[config.mk]
export PLATFORM = sky130hd
export DESIGN_NAME = pu_psum_accum
export DESIGN_NICKNAME = d
export VERILOG_FILES = /design/src/rtl/pu_psum_accum.sv
export SDC_FILE = /design/constraint.sdc
export NUM_CORES = 1
export LEC_CHECK = 0
export BUFFER_PORTS_ARGS = -buffer_cell sky130_fd_sc_hd__buf_2
export CORE_AREA = 2 2 89 91
export CTS_BUF_LIST = sky130_fd_sc_hd__clkbuf_16
export DETAILED_ROUTE_END_ITERATION = 8
export DIE_AREA = 0 0 91 93
export PLACE_DENSITY = 0.91
export SYNTH_ARGS = -nofsm -noshare
export SYNTH_HDL_FRONTEND = slang
export SYNTH_SLANG_ARGS = --single-unit
[constraint.sdc]
create_clock -name clk_i -period 7.3 [get_ports clk_i]
set_clock_uncertainty 0.1 [all_clocks]
set_input_delay 0.73 -clock clk_i [delete_from_list [all_inputs] [get_ports clk_i]]
set_output_delay 0.73 -clock clk_i [all_outputs]
set_load 0.005 [all_outputs]
[src/rtl/pu_psum_accum.sv]
// Partial-sum accumulator behind the PU adder tree: sums tile results per output point.
// Optional saturating adds (and a sticky ovf_o) when PU_PSUM_SAT_EN is defined.
module pu_psum_accum #(
    parameter int unsigned ACCUM_WD    = 20,
    parameter int unsigned PSUM_WD     = 24,
    parameter int unsigned TILE_NUM_WD = 4,
    parameter int unsigned OUT_NUM_WD  = 8
) (
    input  logic                   clk_i,
    input  logic                   rst_n_i,
    input  logic                   start_i,
    input  logic [TILE_NUM_WD-1:0] cfg_tile_num_i,
    input  logic [OUT_NUM_WD-1:0]  cfg_out_num_i,
    input  logic                   in_vld_i,
    output logic                   in_rdy_o,
    input  logic [ACCUM_WD-1:0]    accum_i,
    output logic                   out_vld_o,
    input  logic                   out_rdy_i,
    output logic [PSUM_WD-1:0]     psum_o,
    output logic                   busy_o,
    output logic                   done_o,
    output logic                   ovf_o
);

    typedef enum logic [1:0] {StIdle, StAcc, StOut} state_e;

    state_e                   r_state,    w_state_nxt;
    logic [PSUM_WD-1:0]       r_acc,      w_acc_nxt;
    logic [PSUM_WD-1:0]       r_psum,     w_psum_nxt;
    logic [TILE_NUM_WD-1:0]   r_tile_cnt, w_tile_cnt_nxt;
    logic [TILE_NUM_WD-1:0]   r_tiles,    w_tiles_nxt;
    logic [OUT_NUM_WD-1:0]    r_out_cnt,  w_out_cnt_nxt;
    logic [OUT_NUM_WD-1:0]    r_outs,     w_outs_nxt;
    logic                     r_done,     w_done_nxt;
    logic                     r_ovf,      w_ovf_nxt;

    logic [TILE_NUM_WD-1:0]   w_tiles_cfg;
    logic [OUT_NUM_WD-1:0]    w_outs_cfg;
    logic signed [PSUM_WD-1:0] w_accum_ext;
    logic [PSUM_WD-1:0]       w_sum;
    logic                     w_clamp;
    logic                     w_last_tile;
    logic                     w_last_out;

    assign w_tiles_cfg = (cfg_tile_num_i == '0) ? TILE_NUM_WD'(1) : cfg_tile_num_i;
    assign w_outs_cfg  = (cfg_out_num_i == '0)  ? OUT_NUM_WD'(1)  : cfg_out_num_i;
    assign w_accum_ext = PSUM_WD'($signed(accum_i));
    assign w_last_tile = (r_tile_cnt == r_tiles - TILE_NUM_WD'(1));
    assign w_last_out  = (r_out_cnt == r_outs - OUT_NUM_WD'(1));

`ifdef PU_PSUM_SAT_EN
    localparam logic [PSUM_WD-1:0] PsumMax = {1'b0, {(PSUM_WD-1){1'b1}}};
    localparam logic [PSUM_WD-1:0] PsumMin = {1'b1, {(PSUM_WD-1){1'b0}}};

    logic [PSUM_WD:0] w_sum_wide;

    // One guard bit: the top two bits disagree exactly when the signed add overflowed.
    assign w_sum_wide = {r_acc[PSUM_WD-1], r_acc} + {w_accum_ext[PSUM_WD-1], w_accum_ext};
    assign w_clamp    = w_sum_wide[PSUM_WD] ^ w_sum_wide[PSUM_WD-1];
    assign w_sum      = !w_clamp ? w_sum_wide[PSUM_WD-1:0] :
                        (w_sum_wide[PSUM_WD] ? PsumMin : PsumMax);
`else
    assign w_sum   = r_acc + w_accum_ext;
    assign w_clamp = 1'b0;
`endif

    always_comb begin
        w_state_nxt    = r_state;
        w_acc_nxt      = r_acc;
        w_psum_nxt     = r_psum;
        w_tile_cnt_nxt = r_tile_cnt;
        w_tiles_nxt    = r_tiles;
        w_out_cnt_nxt  = r_out_cnt;
        w_outs_nxt     = r_outs;
        w_done_nxt     = 1'b0;
        w_ovf_nxt      = r_ovf;

        unique case (r_state)
            StIdle: begin
                if (start_i) begin
                    w_tiles_nxt    = w_tiles_cfg;
                    w_outs_nxt     = w_outs_cfg;
                    w_acc_nxt      = '0;
                    w_tile_cnt_nxt = '0;
                    w_out_cnt_nxt  = '0;
                    w_ovf_nxt      = 1'b0;
                    w_state_nxt    = StAcc;
                end
            end
            StAcc: begin
                if (in_vld_i) begin
                    w_acc_nxt = w_sum;
                    if (w_clamp) begin
                        w_ovf_nxt = 1'b1;
                    end
                    if (w_last_tile) begin
                        w_psum_nxt     = w_sum;
                        w_tile_cnt_nxt = '0;
                        w_state_nxt    = StOut;
                    end else begin
                        w_tile_cnt_nxt = r_tile_cnt + TILE_NUM_WD'(1);
                    end
                end
            end
            StOut: begin
                if (out_rdy_i) begin
                    if (w_last_out) begin
                        w_done_nxt  = 1'b1;
                        w_state_nxt = StIdle;
                    end else begin
                        w_out_cnt_nxt = r_out_cnt + OUT_NUM_WD'(1);
                        w_acc_nxt     = '0;
                        w_state_nxt   = StAcc;
                    end
                end
            end
            default: begin
                w_state_nxt = StIdle;
            end
        endcase
    end

    always_ff @(posedge clk_i or negedge rst_n_i) begin
        if (!rst_n_i) begin
            r_state    <= StIdle;
            r_acc      <= '0;
            r_psum     <= '0;
            r_tile_cnt <= '0;
            r_tiles    <= '0;
            r_out_cnt  <= '0;
            r_outs     <= '0;
            r_done     <= 1'b0;
            r_ovf      <= 1'b0;
        end else begin
            r_state    <= w_state_nxt;
            r_acc      <= w_acc_nxt;
            r_psum     <= w_psum_nxt;
            r_tile_cnt <= w_tile_cnt_nxt;
            r_tiles    <= w_tiles_nxt;
            r_out_cnt  <= w_out_cnt_nxt;
            r_outs     <= w_outs_nxt;
            r_done     <= w_done_nxt;
            r_ovf      <= w_ovf_nxt;
        end
    end

    // Handshake outputs decode registered state only; no path from in_vld_i/out_rdy_i.
    assign in_rdy_o  = (r_state == StAcc);
    assign out_vld_o = (r_state == StOut);
    assign busy_o    = (r_state != StIdle);
    assign done_o    = r_done;
    assign psum_o    = r_psum;
    assign ovf_o     = r_ovf;

endmodule

==> results.yml, run 1 <==
detailed_routing:
  vias_per_cell: 6.187
  wl_per_cell_um: 16.61
  drcViolationCount: 0
  postRouteAntennaNets: 0
  dr.pass1.iters: 5
  drt_iter0_markers: 286
  wl_um: 10500
  dr_total_vias: 3910
critical_path:
  arrival_ns: 3.42
  start_kind: "register"
  crit_path_end_kind: "register"
  cp.required_ns: 7.47
  cp_max_fo: 24
  worstSetupPathType: "reg2reg"
yosys:
  ys_types: 61
  synth_edf_count: 0
  synth_flop_cell: "dfrtp_1"
  async_reset_ff_frac: 1.000
  postSynthCellCount: 466
  synth_seq_cells: 75
  syn_area_per_cell_um2: 9.784
  ys_warn_count: 0
  synth_nets: 531
  yosysSeqAreaShare: 0.4116
  synth_area_um2: 4559
floorplanning:
  core_um2: 7527
  ios: 66
  die_y_um: 93
  fp-row-count: 32
  dieArea_um2: 8463
  start_util: 0.6057
  die_x_um: 91
sta:
  layout_min_cycle_time_ns: 3.246
  setup_viol: 0
  rsz0062_at_grt: "false"
  fmax_ghz: 0.3081
  worstMarginPinSlew_ns: 1.136
  slew_headroom: 0.2422
  finalCritPeriodShare: 0.4446
  whs_ns: 0.3885
  fin_setup_tns_ns: 0
  finalHoldViolCount: 0
  final_max_slew_viol_count: 0
power_and_ir_drop:
  p_int_mw: 1.333
  pwr-share-clk: 0.178
  p_leak_nw: 2.500
  p_sw_mw: 0.9437
  pwr-share-comb: 0.504
  power_mw: 2.276
  power_density_nw_per_um2: 438.4
  p_sw_frac: 0.4146
  power_frac_seq: 0.318
  vdd.ir_drop.worst_uv: 213.3
clock_tree:
  clock_latency_ns: 0.34
  cts_resized: 0
  cts.sinks: 75
  post-cts-setup-buffer-count: 0
  holdBufCountCts: 0
  cts_buffer_depth: 2
  numCtsBuffers: 9
  cts_htree_levels: 3
  clk_pin_slew_ns: 0.06
  cts-root-buf: "clkbuf_16"
  cts_tree: "yes"
finish:
  syn2layout_area_growth_pct: 13.89
  nets: 590
  drive_gt1_frac: 0.2038
  final_util: 0.6898
  antenna_cells: 0
placement:
  io_buffers: 64
  gp_congestion: 0.9099
  dp_hpwl_um: 7139
global_routing:
  grt_pass1_vias: 3792
  grt_max_degree: 76
  grt_pass1_wl_um: 17660
  antenna_found_initial: 0
  grt_usage: 0.2585
  overflow: 0
status:
  status: "completed"
worst_hold_path:
  hold_class: "reg2reg"
flow_run:
  cap_violations: 0
==> cells by family after synthesis <==
family,after synthesis,synth area share
fa+ha+maj,28,0.07848
mux,24,0.05845
simple gates,137,0.1531
compound gates,138,0.1973
xor+xnor,35,0.07025
flops,75,0.4116
other cells,1,0.0008225
buf+inv,28,0.02991
==> final cells by class <==
class	count	area (µm²)
Clock inverter	7	45.04
Inverter	11	41.29
Sequential cell	75	1877
Multi-Input combinational cell	363	2546
Tap cell	102	127.6
Clock buffer	9	225.2
Timing Repair Buffer	65	330.3
Fill cell	586	2335
==> worst max-delay path, cell delays in order, from the launching register on <==
cell and delay (ns):
dfrtp_1 0.48, inv_1 0.13, ha_1 0.31, or3_1 0.39, a31oi_1 0.26, nand3_1 0.20
o21ai_2 0.92, and2_1 0.27, a311o_1 0.12
==> cells in the final DEF, fill, tap and decap left out, types with 3 or more instances in the layout <==
master / synthesis / routed
a211oi_1: 3 / 3
a21o_1: 10 / 10
a21oi_1: 35 / 35
a22o_1: 20 / 20
a31oi_1: 4 / 4
and2_1: 6 / 6
and3_1: 4 / 4
buf_2: 4 / 63
clkbuf_16: 0 / 9
clkinvlp_4: 0 / 3
dfrtp_1: 75 / 75
ha_1: 27 / 27
inv_1: 11 / 12
mux2_2: 21 / 21
mux2i_1: 3 / 3
nand2_1: 50 / 50
nand2b_1: 6 / 6
nand3_1: 7 / 7
nand4_1: 8 / 8
nor2_1: 24 / 24
nor2b_1: 6 / 6
nor3_1: 6 / 6
nor4_1: 3 / 3
o21a_1: 4 / 4
o21ai_0: 35 / 35
o21ai_1: 4 / 4
or3_1: 5 / 5
xnor2_1: 19 / 19
xor2_1: 15 / 15
==> power groups by stage <==
stage	logic, mW	clock network [mW]	registers [mW]
finish	1.15	0.406	0.724
global route	1.26	0.427	0.750
CTS	1.13	0.410	0.724
detailed placement	1.11	0	0.727
global placement	1.05	0	0.718
floorplan	0.848	0	0.699
==> worst paths after layout <==
path	slack (ns)	depth (start not counted)	from	end
max	4.05	8	r_outs[0]$_DFFE_PN0P_	r_acc[23]$_DFFE_PN0P_
min reg2reg	0.39	2	r_acc[7]$_DFFE_PN0P_	r_acc[7]$_DFFE_PN0P_
min in group asynchronous	0.43	1	rst_n_i	psum_o[0]$_DFFE_PN0P_
max reg2reg	4.05	8	r_outs[0]$_DFFE_PN0P_	r_acc[23]$_DFFE_PN0P_
min	0.39	2	r_acc[7]$_DFFE_PN0P_	r_acc[7]$_DFFE_PN0P_
max in group asynchronous	6.06	1	rst_n_i	r_outs[0]$_DFFE_PN0P_
==> through the flow <==
stage | setup WS, ns | std cells | instance area (µm²)
6_report | 4.054 | 632 | 5192
5_1_grt | 3.863 | 632 | 5192
4_1_cts | 4.089 | 632 | 5192
3_5_place_dp | 4.064 | 616 | 4922
3_3_place_gp | 4.177 | 616 | 4922
2_1_floorplan | 4.484 | 466 | 4559
==> sequential cells by signal, indices dropped and copies added, names as in the netlist <==
register and flops:
done_o 1, r_tile_cnt 4, r_tiles 4, psum_o 24, r_acc 24, r_out_cnt 8
r_outs 8, r_state 2
==> metal layers <==
metal,global-route usage,share of wire,up-vias
met4,0.1048,0.032,0
met5,0,0,-
met1,0.3324,0.42,1874
met3,0.05318,0.068,43
met2,0.4302,0.48,165
li1,-,-,1828
==> cells in the mapped netlist, types with 4 or more instances <==
| library cell | n | area [µm²] |
|---|---|---|
| mux2_2 | 21 | 236.5 |
| o21a_1 | 4 | 30.03 |
| clkbuf_1 | 8 | 30.03 |
| dfrtp_1 | 75 | 1877 |
| inv_1 | 11 | 41.29 |
| a31oi_1 | 4 | 25.02 |
| nand4_1 | 8 | 50.05 |
| a21oi_1 | 35 | 175.2 |
| nand3_1 | 7 | 35.03 |
| nand2b_1 | 6 | 37.54 |
| a22o_1 | 20 | 175.2 |
| buf_2 | 4 | 20.02 |
| nand2_1 | 50 | 187.7 |
| o21ai_0 | 35 | 175.2 |
| xnor2_1 | 19 | 166.4 |
| a21o_1 | 10 | 75.07 |
| or3_1 | 5 | 31.28 |
| ha_1 | 27 | 337.8 |
| o21ai_1 | 4 | 20.02 |
| xor2_1 | 15 | 131.4 |
| and2_1 | 6 | 37.54 |
| nor3_1 | 6 | 30.03 |
| nor2b_1 | 6 | 37.54 |
| nor2_1 | 24 | 90.09 |
| and3_1 | 4 | 25.02 |
(Power assumes the default switching activity.)
==> inputs of run 2 (changes only) <==
ABC_AREA = 1   (was default)
CORE_AREA = 2 2 103 105   (was 2 2 89 91)
DIE_AREA = 0 0 105 107   (was 0 0 91 93)
PLACE_DENSITY = 0.82   (was 0.91)
clock period = 2.7 ns   (was 7.3 ns; I/O delays follow)
==> run 2 against run 1 <==
The run now ends with negative hold slack left. Combinational power rose to 2.8 times the previous value. Hold slack got worse by 0.46 ns. Clock power grew to 3.3 times the previous value. Cell count is 58% higher. Core utilization down 9.5 points. Total power grew to 2.8 times the previous value. Wire length grew 19%. Synthesized cell count up 70%.
==> results.yml, run 2 <==
status:
  status: "finished, violations left"
  violations: "negative hold slack"
sta:
  fin_setup_tns_ns: 0
  rsz0062_at_grt: "false"
  layout_min_cycle_time_ns: 2.382
  slew_headroom: 0.3778
  finalHoldViolCount: 42
  setup_viol: 0
  worstMarginPinSlew_ns: 0.9334
  whs_ns: -0.07046
  finalCritPeriodShare: 0.8823
  final_max_slew_viol_count: 0
  fmax_ghz: 0.4198
clock_tree:
  post-cts-setup-buffer-count: 0
  numCtsBuffers: 9
  cts_resized: 0
  clock_latency_ns: 0.34
  cts_htree_levels: 3
  clk_pin_slew_ns: 0.07
  cts_tree: "yes"
  cts.sinks: 75
  holdBufCountCts: 0
  cts-root-buf: "clkbuf_16"
  cts_buffer_depth: 2
finish:
  instances_no_fill: 997
  regArea_um2: 1877
  final_common_cell: "nand2_1"
  multiInputGateArea_um2: 2890
  nets: 921
  nFillCells: 969
  drive_gt1_frac: 0.1196
  syn2layout_area_growth_pct: 14.57
  final_cell_mix: "nand2_1 (356), inv_1 (105), dfrtp_1 (75)"
  antenna_cells: 0
global_routing:
  grt_pass1_wl_um: 21070
  antenna_found_initial: 0
  grt_usage: 0.2326
  grt_max_degree: 76
  grt_pass1_vias: 4618
  overflow: 0
critical_path:
  reg2regPathDepth: 11
  arrival_ns: 2.50
  cp_max_fo: 25
  rr_endpoint: "psum_o[5]$_DFFE_PN0P_"
  worst-r2r-setup-slack_ns: 0.32
  crit_path_end_kind: "register"
  critPathLaunch: "r_tiles[0]$_DFFE_PN0P_"
  reg2reg_from: "r_tiles[0]$_DFFE_PN0P_"
  start_kind: "register"
  cp.required_ns: 2.82
  worstSetupPathType: "reg2reg"
yosys:
  synth_top_cell_by_area: "dfrtp_1"
  synth_mux_area_frac: 0
  async_reset_ff_frac: 1.000
  synthDominantCellAreaShare: 0.3583
  synth_common_cells: "nand2_1 (356), inv_1 (105), dfrtp_1 (75), nand3_1 (61), nor2_1 (52)"
  synth_edf_count: 0
  synth_nets: 855
  synth_area_leaders: "dfrtp_1 (36%), nand2_1 (26%), inv_1 (7.5%)"
  synth_top_family_by_area: "simple AND/OR/NAND/NOR gates"
  synth_compound_gate_area_share: 0.03105
  ys_types: 32
  yosys.area_share.simple: 0.4070
  synth_flop_cell: "dfrtp_1"
  yosysSeqAreaShare: 0.3583
  yosysMostFrequentCell: "nand2_1"
  syn_area_per_cell_um2: 6.631
  yosys.area_share.adder: 0.06831
  synth_seq_cells: 75
  synth_area_um2: 5239
  postSynthCellCount: 790
  yosys.area_share.xor_xnor: 0.04347
  ys_warn_count: 0
floorplanning:
  die_y_um: 107
  die_x_um: 105
  dieArea_um2: 11240
  core_um2: 10090
  ios: 66
  start_util: 0.5191
  fp-row-count: 37
placement:
  io_buffers: 64
  gp_congestion: 0.9984
  dp_hpwl_um: 9078
  dp_cells: 980
detailed_routing:
  postRouteAntennaNets: 0
  dr_total_vias: 5011
  dr.pass1.iters: 5
  wl_um: 12530
  vias_per_cell: 5.026
  drt_iter0_markers: 295
  drcViolationCount: 0
  wl_per_cell_um: 12.56
power_and_ir_drop:
  vdd.ir_drop.worst_uv: 422.3
  p_leak_nw: 3.503
  power_density_nw_per_um2: 1057
worst_hold_path:
  hold_class: "in2async"
flow_run:
  cap_violations: 0
run 2: routing by layer:
layer,up-vias,share of wire,global-route usage
li1,2568,-,-
met1,2287,0.48,0.3205
met2,128,0.45,0.3692
met3,28,0.048,0.04255
met4,0,0.022,0.08095
met5,-,0,0
run 2: cell type report:
class | instances | share of cell area
Clock inverter | 7 | 0.01668
Tap cell | 136 | 0.02835
Clock buffer | 9 | 0.03752
Sequential cell | 75 | 0.3127
Timing Repair Buffer | 66 | 0.05629
Multi-Input combinational cell | 597 | 0.4816
Inverter | 107 | 0.06692
run 2: worst max path at each step:
stage | depth (start not counted) | endpoint | slack, ns
floorplan | 11 | r_acc[14]$_DFFE_PN0P_ | 0.69
global placement | 11 | psum_o[22]$_DFFE_PN0P_ | 0.31
detailed placement | 11 | psum_o[22]$_DFFE_PN0P_ | 0.21
CTS | 11 | psum_o[5]$_DFFE_PN0P_ | 0.19
global route | 12 | r_acc[16]$_DFFE_PN0P_ | 0.10
finish | 11 | psum_o[5]$_DFFE_PN0P_ | 0.32
run 2: cell families (layout without fill, tap and decap cells):
| group | Yosys count | in the layout |
|---|---|---|
| fa+ha+maj | 28 | 28 |
| flops | 75 | 75 |
| simple gates | 510 | 511 |
| buf+inv | 119 | 189 |
| other cells | 1 | 1 |
| xor+xnor | 26 | 26 |
| compound gates | 31 | 31 |
run 2: stage by stage:
stage	hold slack (ns)	setup slack [ns]	utilization	area [µm²]	total power, mW
final	-0.07046	0.3178	0.5947	6002	6.346
after global routing	0.03339	0.1030	0.5947	6002	6.940
after CTS	0.007381	0.1901	0.5941	5996	6.317
after detailed placement	0.3555	0.2135	0.5619	5670	4.962
after global placement	0.3512	0.3063	0.5619	5670	4.890
after floorplan	-0.1256	0.6949	-	5239	4.184
run 2: critical path: stages, from the launching register on:
cell and delay [ns]:
dfrtp_1 0.35, inv_1 0.08, ha_1 0.23, xor2_1 0.16
nand2_1 0.06, nand2_1 0.04, nor2_1 0.08, nand2_1 0.20
nor2_4 0.44, inv_2 0.32, nand2_1 0.14, nand2_1 0.05
run 2: power breakdown:
group / internal (mW) / leakage, nW / switching, mW
clock: 0.817 / 0.154 / 0.502
sequential: 1.54 / 0.966 / 0.289
combinational: 1.14 / 2.38 / 2.05
